<file path="config.mk">
export PLATFORM = sky130hd
export DESIGN_NAME = sync_debounce_bank
export DESIGN_NICKNAME = d
export VERILOG_FILES = /design/src/rtl/sync_debounce_bank.sv
export SDC_FILE = /design/constraint.sdc
export NUM_CORES = 1
export LEC_CHECK = 0
export BUFFER_PORTS_ARGS = -buffer_cell sky130_fd_sc_hd__buf_2
export CAP_MARGIN = 20
export CORE_MARGIN = 1.5
export CORE_UTILIZATION = 51
export DETAILED_ROUTE_END_ITERATION = 8
export PLACE_DENSITY = 0.74
export SYNTH_ARGS = -nofsm -noshare
export SYNTH_HDL_FRONTEND = slang
export SYNTH_SLANG_ARGS = --single-unit
</file>
<file path="constraint.sdc">
create_clock -name clk -period 3.28 [get_ports clk]
set_input_delay 0.656 -clock clk [delete_from_list [all_inputs] [get_ports clk]]
set_output_delay 0.656 -clock clk [all_outputs]
set_load 0.01 [all_outputs]
</file>
<file path="src/rtl/sync_debounce_bank.sv">
// Bank of independent input conditioners: per-channel synchroniser, debounce counter,
// registered edge pulses and sticky, individually clearable edge-event flags.
module sync_debounce_bank #(
  parameter int unsigned CHANNELS        = 4,
  parameter int unsigned SYNC_STAGES     = 2,
  parameter int unsigned DEBOUNCE_CYCLES = 16,
  parameter int unsigned EDGE_SEL        = 2
) (
  input  logic                clk,
  input  logic                reset,
  input  logic [CHANNELS-1:0] sig,
  input  logic [CHANNELS-1:0] evt_clr,
  output logic [CHANNELS-1:0] sigSync,
  output logic [CHANNELS-1:0] rising_ind,
  output logic [CHANNELS-1:0] falling_ind,
  output logic [CHANNELS-1:0] evt_pend,
  output logic                any_evt
);

  localparam int unsigned CntW = (DEBOUNCE_CYCLES > 1) ? $clog2(DEBOUNCE_CYCLES) : 1;
  localparam logic [CntW-1:0] CntMax = CntW'(DEBOUNCE_CYCLES - 1);
  localparam bit CapRise = (EDGE_SEL == 0) || (EDGE_SEL == 2);
  localparam bit CapFall = (EDGE_SEL == 1) || (EDGE_SEL == 2);

  // sync_q[0] is the first stage; sync_q[SYNC_STAGES-1] feeds the debouncer.
  logic [SYNC_STAGES-1:0][CHANNELS-1:0] sync_q;
  logic [CHANNELS-1:0]                  s;
  logic [CHANNELS-1:0]                  db_q, db_d;
  logic [CHANNELS-1:0][CntW-1:0]        cnt_q, cnt_d;
  logic [CHANNELS-1:0]                  rise_q, rise_d;
  logic [CHANNELS-1:0]                  fall_q, fall_d;
  logic [CHANNELS-1:0]                  pend_q, pend_d;

  assign s = sync_q[SYNC_STAGES-1];

  always_comb begin
    db_d   = db_q;
    cnt_d  = cnt_q;
    rise_d = '0;
    fall_d = '0;
    for (int i = 0; i < CHANNELS; i++) begin
      if (s[i] == db_q[i]) begin
        // Level back at the accepted value: any partial window is thrown away.
        cnt_d[i] = '0;
      end else if (cnt_q[i] == CntMax) begin
        db_d[i]   = s[i];
        cnt_d[i]  = '0;
        rise_d[i] = s[i];
        fall_d[i] = ~s[i];
      end else begin
        cnt_d[i] = cnt_q[i] + 1'b1;
      end
    end
    // Set has priority over clear so an event arriving with a clear is not lost.
    pend_d = (pend_q & ~evt_clr)
           | (CapRise ? rise_d : '0)
           | (CapFall ? fall_d : '0);
  end

  always_ff @(posedge clk or posedge reset) begin
    if (reset) begin
      sync_q <= '0;
      db_q   <= '0;
      cnt_q  <= '0;
      rise_q <= '0;
      fall_q <= '0;
      pend_q <= '0;
    end else begin
      sync_q <= {sync_q[SYNC_STAGES-2:0], sig};
      db_q   <= db_d;
      cnt_q  <= cnt_d;
      rise_q <= rise_d;
      fall_q <= fall_d;
      pend_q <= pend_d;
    end
  end

  assign sigSync     = db_q;
  assign rising_ind  = rise_q;
  assign falling_ind = fall_q;
  assign evt_pend    = pend_q;
  assign any_evt     = |pend_q;

endmodule

</file>
After elaboration in Yosys (flattened, before gate mapping)
Index checks and enable logic that the tools add are counted.
{"block": "totals", "reg_bits": 40, "latchBits": 0, "mem_bits_rw": 0, "mem_bits_ro": 0, "input_bits": 10, "elab_cells": 66, "memories": 0}
{"block": "classes", "add_sub_neg": 4, "multipliers": 0, "n_div": 0, "n_lt_le_gt_ge": 0, "eq_ne": 8, "n_shift": 0, "mux": 24, "bitwise_logic": 12, "reduce_logical": 5}
{"cell": "$mux 4", "n": 8}
{"cell": "$add 4x1->4 const B", "n": 4}
{"cell": "$eq 4x4->1 const B", "n": 4}
{"cell": "$mux 1", "n": 16}
{"cell": "$not 1->1", "n": 8}
{"cell": "$or 4x4->4", "n": 2}
{"cell": "$reduce_and 2->1", "n": 4}
{"cell": "$and 4x4->4", "n": 1}
{"cell": "$eq 1x1->1", "n": 4}
{"cell": "$not 4->4", "n": 1}
{"cell": "$reduce_or 4->1", "n": 1}

Logic depth before layout (Yosys ltp)
Gate-level depths: netlist (run 1).
{"block": "logic_depth", "ltp_word": 5, "mapped_depth": 4}

Least setup slack after synthesis (run 1)
OpenSTA, ideal clock, no wires.
{"block": "synth_path", "path_kind": "reg-to-output", "start": "reg pend_q[3] (netlist: evt_pend[3])", "end": "out any_evt", "t_arrival_ns": 0.613, "required_time_ns": 2.624, "path_slack_ns": 2.011, "path_stages_with_launch": 3, "path_buffers": 0, "path_cell_list": "dfrtp_1 -> inv_1 -> nand4_1"}
{"block": "synth_via", "elab_chain_len": 1}
{"item": "from (decl)", "line": "32", "source": "logic [CHANNELS-1:0] pend_q, pend_d;"}
{"item": "from (signal assigned)", "line": "74", "source": "pend_q <= pend_d;"}
{"item": "$reduce_or 4->1", "line": "82", "source": "assign any_evt = |pend_q;"}
{"item": "to (decl)", "line": "17", "source": "output logic any_evt"}
No other way between the ends.

Final worst setup path (run 1)
Ends and elaborated chain as after synthesis.

==> impl_results.md, run 1 <==
- Initial Utilization: 0.543
- Vias after detailed routing: 969
- Ports: 27
- Remaining DRCs: 0
- Number of antenna diodes: 0
- CTS Buffer Depth: 2
- Post-Synthesis Cell Area: 1510 um2
- PortBufs: 26
- Setup Buffers After CTS: 0
- Area post-placement: between 1500 and 2000 um2
- TritonCTS buffer count: 5
- Worst setup margin: roughly 1.6 ns
- LEAKAGE: around 0.85 nW
- Total Routing Usage GR: 0.180
- Row count: 19
- Root buf cell: clkbuf_4
- Top post-synthesis cells by area: dfrtp_1 66%, nor3b_1 5.0%, xnor2_1 4.6%
- Clock Sinks: 40
- Slew HR: 0.684
- Share of layout cells above drive strength 1: 0.292
- Critical path type: reg -> out
- Pre-CTS WS: slightly below 2 ns
- Avg Cell Area, Syn: between 10 and 15 um2
- Crit path time final: 1.71 ns
- Initial antenna violation count: 0
- Violation count after the first detailed-route iteration: 24
- Detailed Place HPWL: 1770 um
- Drt wl/cell: between 10 and 15 um
- Status: finished clean
- Post-layout util: 0.630
- Largest net degree at the start of global routing: 41
- # fillers: ~210
- Worst reg2reg endpoint: sigSync[2]
- RD Place Congestion: between 0.7 and 0.8
- Hold Crit Start: sync_q[0]
- YS warnings: 0
- First-pass GRT wire length: about 4500 um
- Worst-path clk slew: around 0.10 ns
- Max-slew violations: 0
- CTS tree: done
- Critical path endpoint category: primary output
- Hold endpoint: s[0]
- Grt ovf: 0
- Post-synth top area share: 0.663
- Tightest Pin Transition: roughly 0.47 ns
- Final Hold Vio Count: 0
- Number of global-route vias before repair: approximately 1100
- Area leader, netlist: dfrtp_1
- Final ANT Viol Nets: 0
- Layout area overhead: 16.0%
- Hold Buf Count CTS: 0
- CP Max Fanout: 2
- Die Span Y: ~57 um
- Flop-to-flop setup slack: just under 2 ns
- Routed WL: roughly 2500 um
- Die area: around 3300 um2
- PwrDens: around 480 nW/um2
- Post-route cell area: around 1800 um2
- TNS Setup: 0 ns
- WHS: about 0.37 ns
- DRT Pass-1 Iters: 4
- Nets: approximately 160
- Arr. time, crit path: around 1.1 ns
- Min-Delay Path Class: reg -> reg
- Cells after synthesis: 110
- Final worst-path cycle share: 0.521
- CP Launch Type: register
- Max Cap Viol: 0
- Via/cell ratio: 5.54
- R2R cell count: 3
- Required time of the critical path: around 2.6 ns
- # setup viols final: 0
- Synth unique cells: 16
- Sequential share of the synthesized area: 0.663
- Synthesized Nets: 124
- F_max: 585 MHz
- Worst Skew: 0.00334 ns
- Hold depth: 0
- VDD IR-drop max: approximately 420 uV
- RR Startpoint: cnt_q[8]
- Gates resized, CTS repair: 0
- Core Area: between 2000 and 3000 um2
- FF+latch count, synth: 40
- Worst-skew pair later-pin latency: approximately 0.33 ns
- Unrepaired setup endpoints after global routing: no
- H-tree levels: 2
- Die X: between 50 and 60 um
cell families (layout without fill, tap and decap cells):
group           count (synthesis)  count (layout)  synth area share
simple gates                   27              27             0.130
xor+xnor                        8               8            0.0464
mux                             4               4            0.0373
fa+ha+maj                       4               4            0.0331
compound gates                 18              18            0.0679
buf+inv                         9              43            0.0224
flops                          40              40             0.663
where the power goes:
group	internal, mW	total, mW	switching, mW
combinational	0.0213	0.0462	0.0248
sequential	0.510	0.527	0.0173
clock	0.122	0.261	0.139
synth_stat cells:
| library cell | number |
|---|---|
| nor2b_1 | 4 |
| ha_1 | 4 |
| a21oi_1 | 8 |
| mux2_4 | 3 |
| dfrtp_1 | 40 |
| a311oi_1 | 2 |
| nand4b_1 | 4 |
| o22ai_1 | 4 |
| mux2_2 | 1 |
| nand4_1 | 1 |
| o21ai_0 | 4 |
| inv_1 | 9 |
| nor3b_1 | 10 |
| xnor2_1 | 8 |
| nand3_2 | 4 |
| nor2_1 | 4 |
through the flow:
stage	instances	power, mW
global route	175	0.873
CTS	175	0.843
global placement	168	0.579
floorplan	110	0.566
detailed placement	168	0.583
finish	175	0.834
worst max path at each step:
stage,endpoint,slack [ns],from,depth (start not counted)
CTS,any_evt,1.54,evt_pend[3],3
global route,any_evt,1.48,evt_pend[3],3
finish,any_evt,1.57,evt_pend[3],3
global placement,any_evt,1.95,evt_pend[3],3
floorplan,cnt_q[0],1.71,reset,1
detailed placement,any_evt,1.93,evt_pend[3],3
worst max-delay path: stages, from the launching register on:
cell and delay, ns:
dfrtp_1 0.39, inv_1 0.08, nand4_1 0.10, buf_2 0.15
state kept, by name, indices dropped and copies added (netlist names):
register / count
cnt_q: 16
rising_ind: 4
sync_q: 4
s: 4
falling_ind: 4
evt_pend: 4
sigSync: 4
placed cells by master (no fill, tap or decap), drive strengths merged, types with 7 or more instances in the layout:
master	synthesis	layout
a21oi	8	8
nor3b	10	10
inv	9	9
clkbuf	0	7
xnor2	8	8
dfrtp	40	40
buf	0	27
per-layer routing:
| metal | GRT usage | share of wire |
|---|---|---|
| met2 | 0.307 | 0.50 |
| met5 | 0 | 0 |
| met4 | 0.0963 | 0.019 |
| met1 | 0.202 | 0.42 |
| met3 | 0.0544 | 0.060 |
cell type report:
cell class              instances  area [um2]  area share
well taps                      31        38.8      0.0221
flip-flops and latches         40        1000       0.571
inverters                       9        33.8      0.0193
multi-input cells              61         475       0.271
repair buffers                 27         138      0.0786
clock buffers                   7        65.1      0.0371
Power figures use the tool's default switching activity.
==> inputs of run 2 (changes only) <==
--- a/config.mk
+++ b/config.mk
@@ -8,9 +8,9 @@
 export BUFFER_PORTS_ARGS = -buffer_cell sky130_fd_sc_hd__buf_2
 export CAP_MARGIN = 20
 export CORE_MARGIN = 1.5
-export CORE_UTILIZATION = 51
+export CORE_UTILIZATION = 48
 export DETAILED_ROUTE_END_ITERATION = 8
-export PLACE_DENSITY = 0.74
+export PLACE_DENSITY = 0.73
 export SYNTH_ARGS = -nofsm -noshare
 export SYNTH_HDL_FRONTEND = slang
 export SYNTH_SLANG_ARGS = --single-unit
==> constraint.sdc (replaced) <==
create_clock -name clk -period 1.5 [get_ports clk]
set_input_delay 0.3 -clock clk [delete_from_list [all_inputs] [get_ports clk]]
set_output_delay 0.3 -clock clk [all_outputs]
set_load 0.01 [all_outputs]
==> impl_results.md, run 2 (synthesized netlist as in run 1, its figures left out) <==
- VDD IR-drop max: 611 uV (+47%)
- CP Launch Type: register
- R2R cell count: 3 (unchanged)
- Post-layout util: 0.583 (-0.0471)
- Required time of the critical path: 1.20 ns (-1.42 ns)
- Most frequent cells in the layout: 40 x dfrtp_1, 26 x buf_2, 10 x nor3b_1, 9 x inv_1
- Tightest Pin Transition: 0.485 ns (+0.0104 ns)
- Row count: 20 (+1)
- Worst path max stage delay: 0.40 ns (about the same)
- TNS Setup: 0 ns (unchanged)
- CP Max Fanout: 2 (unchanged)
- # fillers: 257 (+20%)
- Largest reg by FF count: cnt_q
- Detailed Place HPWL: 1660 um (-6.3%)
- Slowest CP cell: dfrtp_1
- Layout area overhead: 16.8%
- Worst-path clk slew: 0.12 ns (+0.02 ns)
- Root buf cell: clkbuf_4
- RR Startpoint: cnt_q[8]
- Hold Buf Count CTS: 0 (unchanged)
- Commonest non-fill, non-tap cell in the layout: dfrtp_1
- Final ANT Viol Nets: 0 (unchanged)
- Crit path max-delay family: flip-flops
- CP endpoint: any_evt
- Worst reg2reg endpoint: sigSync[2]
- Critical path type: reg -> out
- Final worst-path cycle share: 0.926
- Worst setup startpoint: evt_pend[3]
- Clock Sinks: 40 (unchanged)
- Nets: 158 (unchanged)
- Final Hold Vio Count: 0 (unchanged)
- Post-route cell area: 1760 um2 (+0.71%)
- Arr. time, crit path: 1.09 ns (+0.04 ns)
- Drt wl/cell: 12.4 um (-13%)
- F_max: about 720 MHz
- Max Cap Viol: 0 (unchanged)
- RD Place Congestion: 0.707 (-0.27%)
- Share of layout cells above drive strength 1: 0.297 (+0.00489)
- First-pass GRT wire length: 4040 um (-9.6%)
- Via/cell ratio: 4.96 (-10%)
- Max reg flops: 16 (unchanged)
- Worst-skew pair later-pin latency: 0.35 ns (+0.02 ns)
- H-tree levels: 2 (unchanged)
- Unrepaired setup endpoints after global routing: no
- Ordered list of cells on the worst path: inv_1, nand4_1, buf_2
- Violation count after the first detailed-route iteration: 39 (+63%)
- Total Routing Usage GR: 0.160 (-0.0203)
- Critical path endpoint category: primary output
- Grt ovf: 0 (unchanged)
- # setup viols final: 0 (unchanged)
- Crit path time final: 1.39 ns
- Worst Skew: 0.0109 ns (+0.00754 ns)
- Setup Buffers After CTS: 0 (unchanged)
- Largest net degree at the start of global routing: 41 (unchanged)
- CTS Buffer Depth: 2 (unchanged)
- Die area: 3490 um2 (+5.9%)
- Number of global-route vias before repair: 978 (-8.9%)
- Routed WL: 2350 um (-6.1%)
- Initial Utilization: 0.499 (-0.0442)
- LEAKAGE: 0.849 nW (about the same)
- Buf+Inv Stages, Crit Path: 2 (unchanged)
- PwrDens: 1020 nW/um2 (+120%)
- Die Span Y: 59.1 um (+2.9%)
- Number of cells on the critical path: 3 (unchanged)
- Max-slew violations: 0 (unchanged)
- PortBufs: 26 (unchanged)
- Flop-to-flop setup slack: 0.24 ns (-1.75 ns)
- Gates resized, CTS repair: 0 (unchanged)
- Vias after detailed routing: 937 (-3.3%)
- Min-Delay Path Class: in -> async
- CTS tree: done
- TritonCTS buffer count: 5 (unchanged)
- Die X: 59.1 um (+2.9%)
- Area post-placement: 1700 um2 (+0.96%)
- Slew HR: 0.677 (-0.00694)
- Core Area: 3030 um2 (+8.9%)
- Number of antenna diodes: 0 (unchanged)
- DRT Pass-1 Iters: 4 (unchanged)
- Ports: 27 (unchanged)
- Status: finished clean
- Remaining DRCs: 0 (unchanged)
- Initial antenna violation count: 0 (unchanged)
==> run 2: cell types whose count changed in the layout (fill, tap and decap cells not counted), sizes merged <==
cell,delta
clkbuf,-1
clkinv,+2
==> run 2: per-layer routing <==
| layer | vias to the layer above | wire [um] | track usage |
|---|---|---|---|
| li1 | 452 | - | - |
| met5 | - | 0 | 0 |
| met2 | 27 | 1220 | 0.267 |
| met4 | 0 | 63 | 0.101 |
| met3 | 7 | 104 | 0.0502 |
| met1 | 451 | 959 | 0.177 |
==> run 2: tightest hold or removal path, stage by stage <==
cell and delay (ns):
buf_2 0.09, inv_1 0.05, buf_4 0.41
==> run 2: worst min path at each step <==
stage / endpoint / from / slack [ns] / depth (start not counted)
2_1_floorplan: s[0] / sync_q[0] / 0.33 / 0
3_3_place_gp: s[2] / sync_q[2] / 0.33 / 0
3_5_place_dp: s[2] / sync_q[2] / 0.33 / 0
4_1_cts: sync_q[1] / sig[1] / 0.04 / 1
5_1_grt: sync_q[1] / sig[1] / 0.02 / 1
6_report: rising_ind[1] / reset / 0.05 / 3
==> run 2: report_power, final <==
part | internal, mW | switching (mW) | total [mW] | leakage, nW
Sequential | 1.11 | 0.0369 | 1.15 | 0.530
Clock | 0.223 | 0.333 | 0.556 | 0.0380
Combinational | 0.0464 | 0.0535 | 0.0999 | 0.281
Total | 1.38 | 0.424 | 1.81 | 0.849
==> run 2: metrics by stage <==
stage	power (mW)	instances	worst slack (ns)	hold slack [ns]
3_3_place_gp	1.26	181	0.302	0.332
4_1_cts	1.84	189	0.0853	0.0374
3_5_place_dp	1.27	181	0.244	0.335
5_1_grt	1.90	189	0.0278	0.0226
6_report	1.81	189	0.111	0.0461
2_1_floorplan	1.24	110	0.282	0.331
==> run 2: area by class of cell <==
cell class | count | area (um2) | area share
Clock buffer | 6 | 51.3 | 0.0291
Clock inverter | 2 | 10.0 | 0.00567
Inverter | 9 | 33.8 | 0.0191
Multi-Input combinational cell | 61 | 475 | 0.270
Sequential cell | 40 | 1000 | 0.567
Tap cell | 44 | 55.1 | 0.0312
Timing Repair Buffer | 27 | 138 | 0.0780
==> inputs of run 3 (changes only) <==
--- a/config.mk
+++ b/config.mk
@@ -8,9 +8,9 @@
 export BUFFER_PORTS_ARGS = -buffer_cell sky130_fd_sc_hd__buf_2
 export CAP_MARGIN = 20
 export CORE_MARGIN = 1.5
-export CORE_UTILIZATION = 48
+export CORE_UTILIZATION = 51
 export DETAILED_ROUTE_END_ITERATION = 8
-export PLACE_DENSITY = 0.73
+export PLACE_DENSITY = 0.74
 export SYNTH_ARGS = -nofsm -noshare
 export SYNTH_HDL_FRONTEND = slang
 export SYNTH_SLANG_ARGS = --single-unit
==> constraint.sdc (replaced) <==
create_clock -name clk -period 1.4 [get_ports clk]
set_input_delay 0.28 -clock clk [delete_from_list [all_inputs] [get_ports clk]]
set_output_delay 0.28 -clock clk [all_outputs]
set_load 0.01 [all_outputs]
==> impl_results.md, run 3 (synthesized netlist as in run 1, its figures left out) <==
- Cells after DPL: 168 (-7.2%)
- Final worst-path cycle share: 0.940
- Commonest non-fill, non-tap cell in the layout: dfrtp_1
- Tightest Pin Transition: 0.482 ns (-0.00302 ns)
- PwrDens: 1100 nW/um2 (+7.4%)
- Grt ovf: 0 (unchanged)
- Number of antenna diodes: 0 (unchanged)
- Final Hold Vio Count: 0 (unchanged)
- Seq. cell area: 1000 um2 (unchanged)
- Remaining DRCs: 0 (unchanged)
- Critical path type: reg -> out
- DRT Pass-1 Iters: 3 (-1)
- TritonCTS buffer count: 5 (unchanged)
- Detailed Place HPWL: 1790 um (+7.9%)
- RD Place Congestion: 0.689 (-2.6%)
- Drt wl/cell: 13.8 um (+11%)
- Layout area overhead: 16.1%
- Worst-skew pair later-pin latency: 0.33 ns (-0.02 ns)
- VDD IR-drop max: 772 uV (+26%)
- Routed WL: 2450 um (+4.3%)
- Largest reg by FF count: cnt_q
- Initial antenna violation count: 0 (unchanged)
- Via/cell ratio: 5.42 (+9.3%)
- Area of the multi-input gates: 475 um2 (unchanged)
- Ports: 27 (unchanged)
- CTS Buffer Depth: 2 (unchanged)
- CP Launch Type: register
- CP Max Fanout: 2 (unchanged)
- Share of layout cells above drive strength 1: 0.295 (-0.00203)
- Die Span Y: 57.4 um (-2.8%)
- Overall power: 1.93 mW (+6.7%)
- PortBufs: 26 (unchanged)
- Total Routing Usage GR: 0.171 (+0.0109)
- Final ANT Viol Nets: 0 (unchanged)
- Largest net degree at the start of global routing: 41 (unchanged)
- Slew HR: 0.679 (+0.00201)
- Worst Skew: 0.00674 ns (-0.00414 ns)
- Arr. time, crit path: 1.04 ns (-0.05 ns)
- # setup viols final: 0 (unchanged)
- Min-Delay Path Class: in -> async
- Worst-path clk slew: 0.11 ns (about the same)
- Required time of the critical path: 1.12 ns (-0.08 ns)
- LEAKAGE: 0.849 nW (about the same)
- Critical path endpoint category: primary output
- Number of global-route vias before repair: 984 (+0.61%)
- Finished Layout Cells: 177 (-6.3%)
- Initial Utilization: 0.543 (+0.0442)
- Crit path time final: 1.32 ns
- Status: finished clean
- Max Cap Viol: 0 (unchanged)
- Unrepaired setup endpoints after global routing: no
- First-pass GRT wire length: 4260 um (+5.5%)
- Row count: 19 (-5.0%)
- Nets: 159 (+0.63%)
- # fillers: 218 (-15%)
- Max reg flops: 16 (unchanged)
- Die area: 3300 um2 (-5.6%)
- Vias after detailed routing: 959 (+2.3%)
- Die X: 57.4 um (-2.8%)
- H-tree levels: 2 (unchanged)
- Clock Sinks: 40 (unchanged)
- Core Area: 2780 um2 (-8.1%)
- TNS Setup: 0 ns (unchanged)
- F_max: 760 MHz
- Root buf cell: clkbuf_4
- CTS tree: done
- Violation count after the first detailed-route iteration: 9 (-77%)
- Most frequent cells in the layout: 40 x dfrtp_1, 26 x buf_2, 10 x nor3b_1
- Post-layout util: 0.630 (+0.0476)
- Max-slew violations: 0 (unchanged)
[run 3: changes by cell type in the layout (fill, tap and decap cells not counted)]
cell / before / now
clkinv_2: 2 / 0
buf_4: 1 / 2
inv_2: 0 / 1
clkbuf_1: 0 / 2
inv_1: 9 / 8
[run 3: stage by stage]
| step | cell area (um2) | setup WS (ns) | hold slack [ns] |
|---|---|---|---|
| after global placement | 1690 | 0.204 | 0.332 |
| after detailed placement | 1690 | 0.145 | 0.335 |
| after CTS | 1750 | 0.0565 | 0.0371 |
| after global routing | 1750 | 0.000148 | 0.0243 |
| after floorplan | 1510 | 0.202 | 0.311 |
| final | 1750 | 0.0843 | 0.0429 |
[run 3: metal layers]
metal,wire length [um],vias up,global-route usage
li1,-,455,-
met1,1090,474,0.209
met2,1220,26,0.289
met3,106,4,0.0499
met4,32,0,0.0598
met5,0,-,0
[run 3: worst max-delay path, cell delays in order (launching register included)]
cell and delay (ns):
dfrtp_1 0.39, inv_1 0.09, nand4_1 0.09, buf_2 0.15
[run 3: final cells by class]
cell class	count	area share
flip-flops and latches	40	0.571
multi-input cells	61	0.271
repair buffers	28	0.0828
clock buffers	8	0.0335
well taps	31	0.0221
inverters	9	0.0193
[run 3: worst paths after layout]
path | from | endpoint | slack [ns] | depth (start not counted)
min in group clk | sig[1] | sync_q[1] | 0.05 | 1
min reg2reg | sync_q[2] | s[2] | 0.36 | 0
max | evt_pend[3] | any_evt | 0.08 | 3
max in group asynchronous | reset | rising_ind[3] | 1.02 | 3
min | reset | cnt_q[9] | 0.04 | 3
max reg2reg | cnt_q[0] | sigSync[0] | 0.11 | 3
[run 3: power breakdown]
group	switching, mW	total (mW)	internal (mW)	leakage (nW)
Clock	0.337	0.586	0.248	0.0326
Sequential	0.0401	1.23	1.19	0.530
Combinational	0.0585	0.109	0.0501	0.286
Total	0.436	1.93	1.49	0.849
[run 3: repair_timing]
action	CTS	global route
setup endpoints to repair	0	1
setup buffers	0	1
gates resized for setup	0	1
hold buffers	0	0
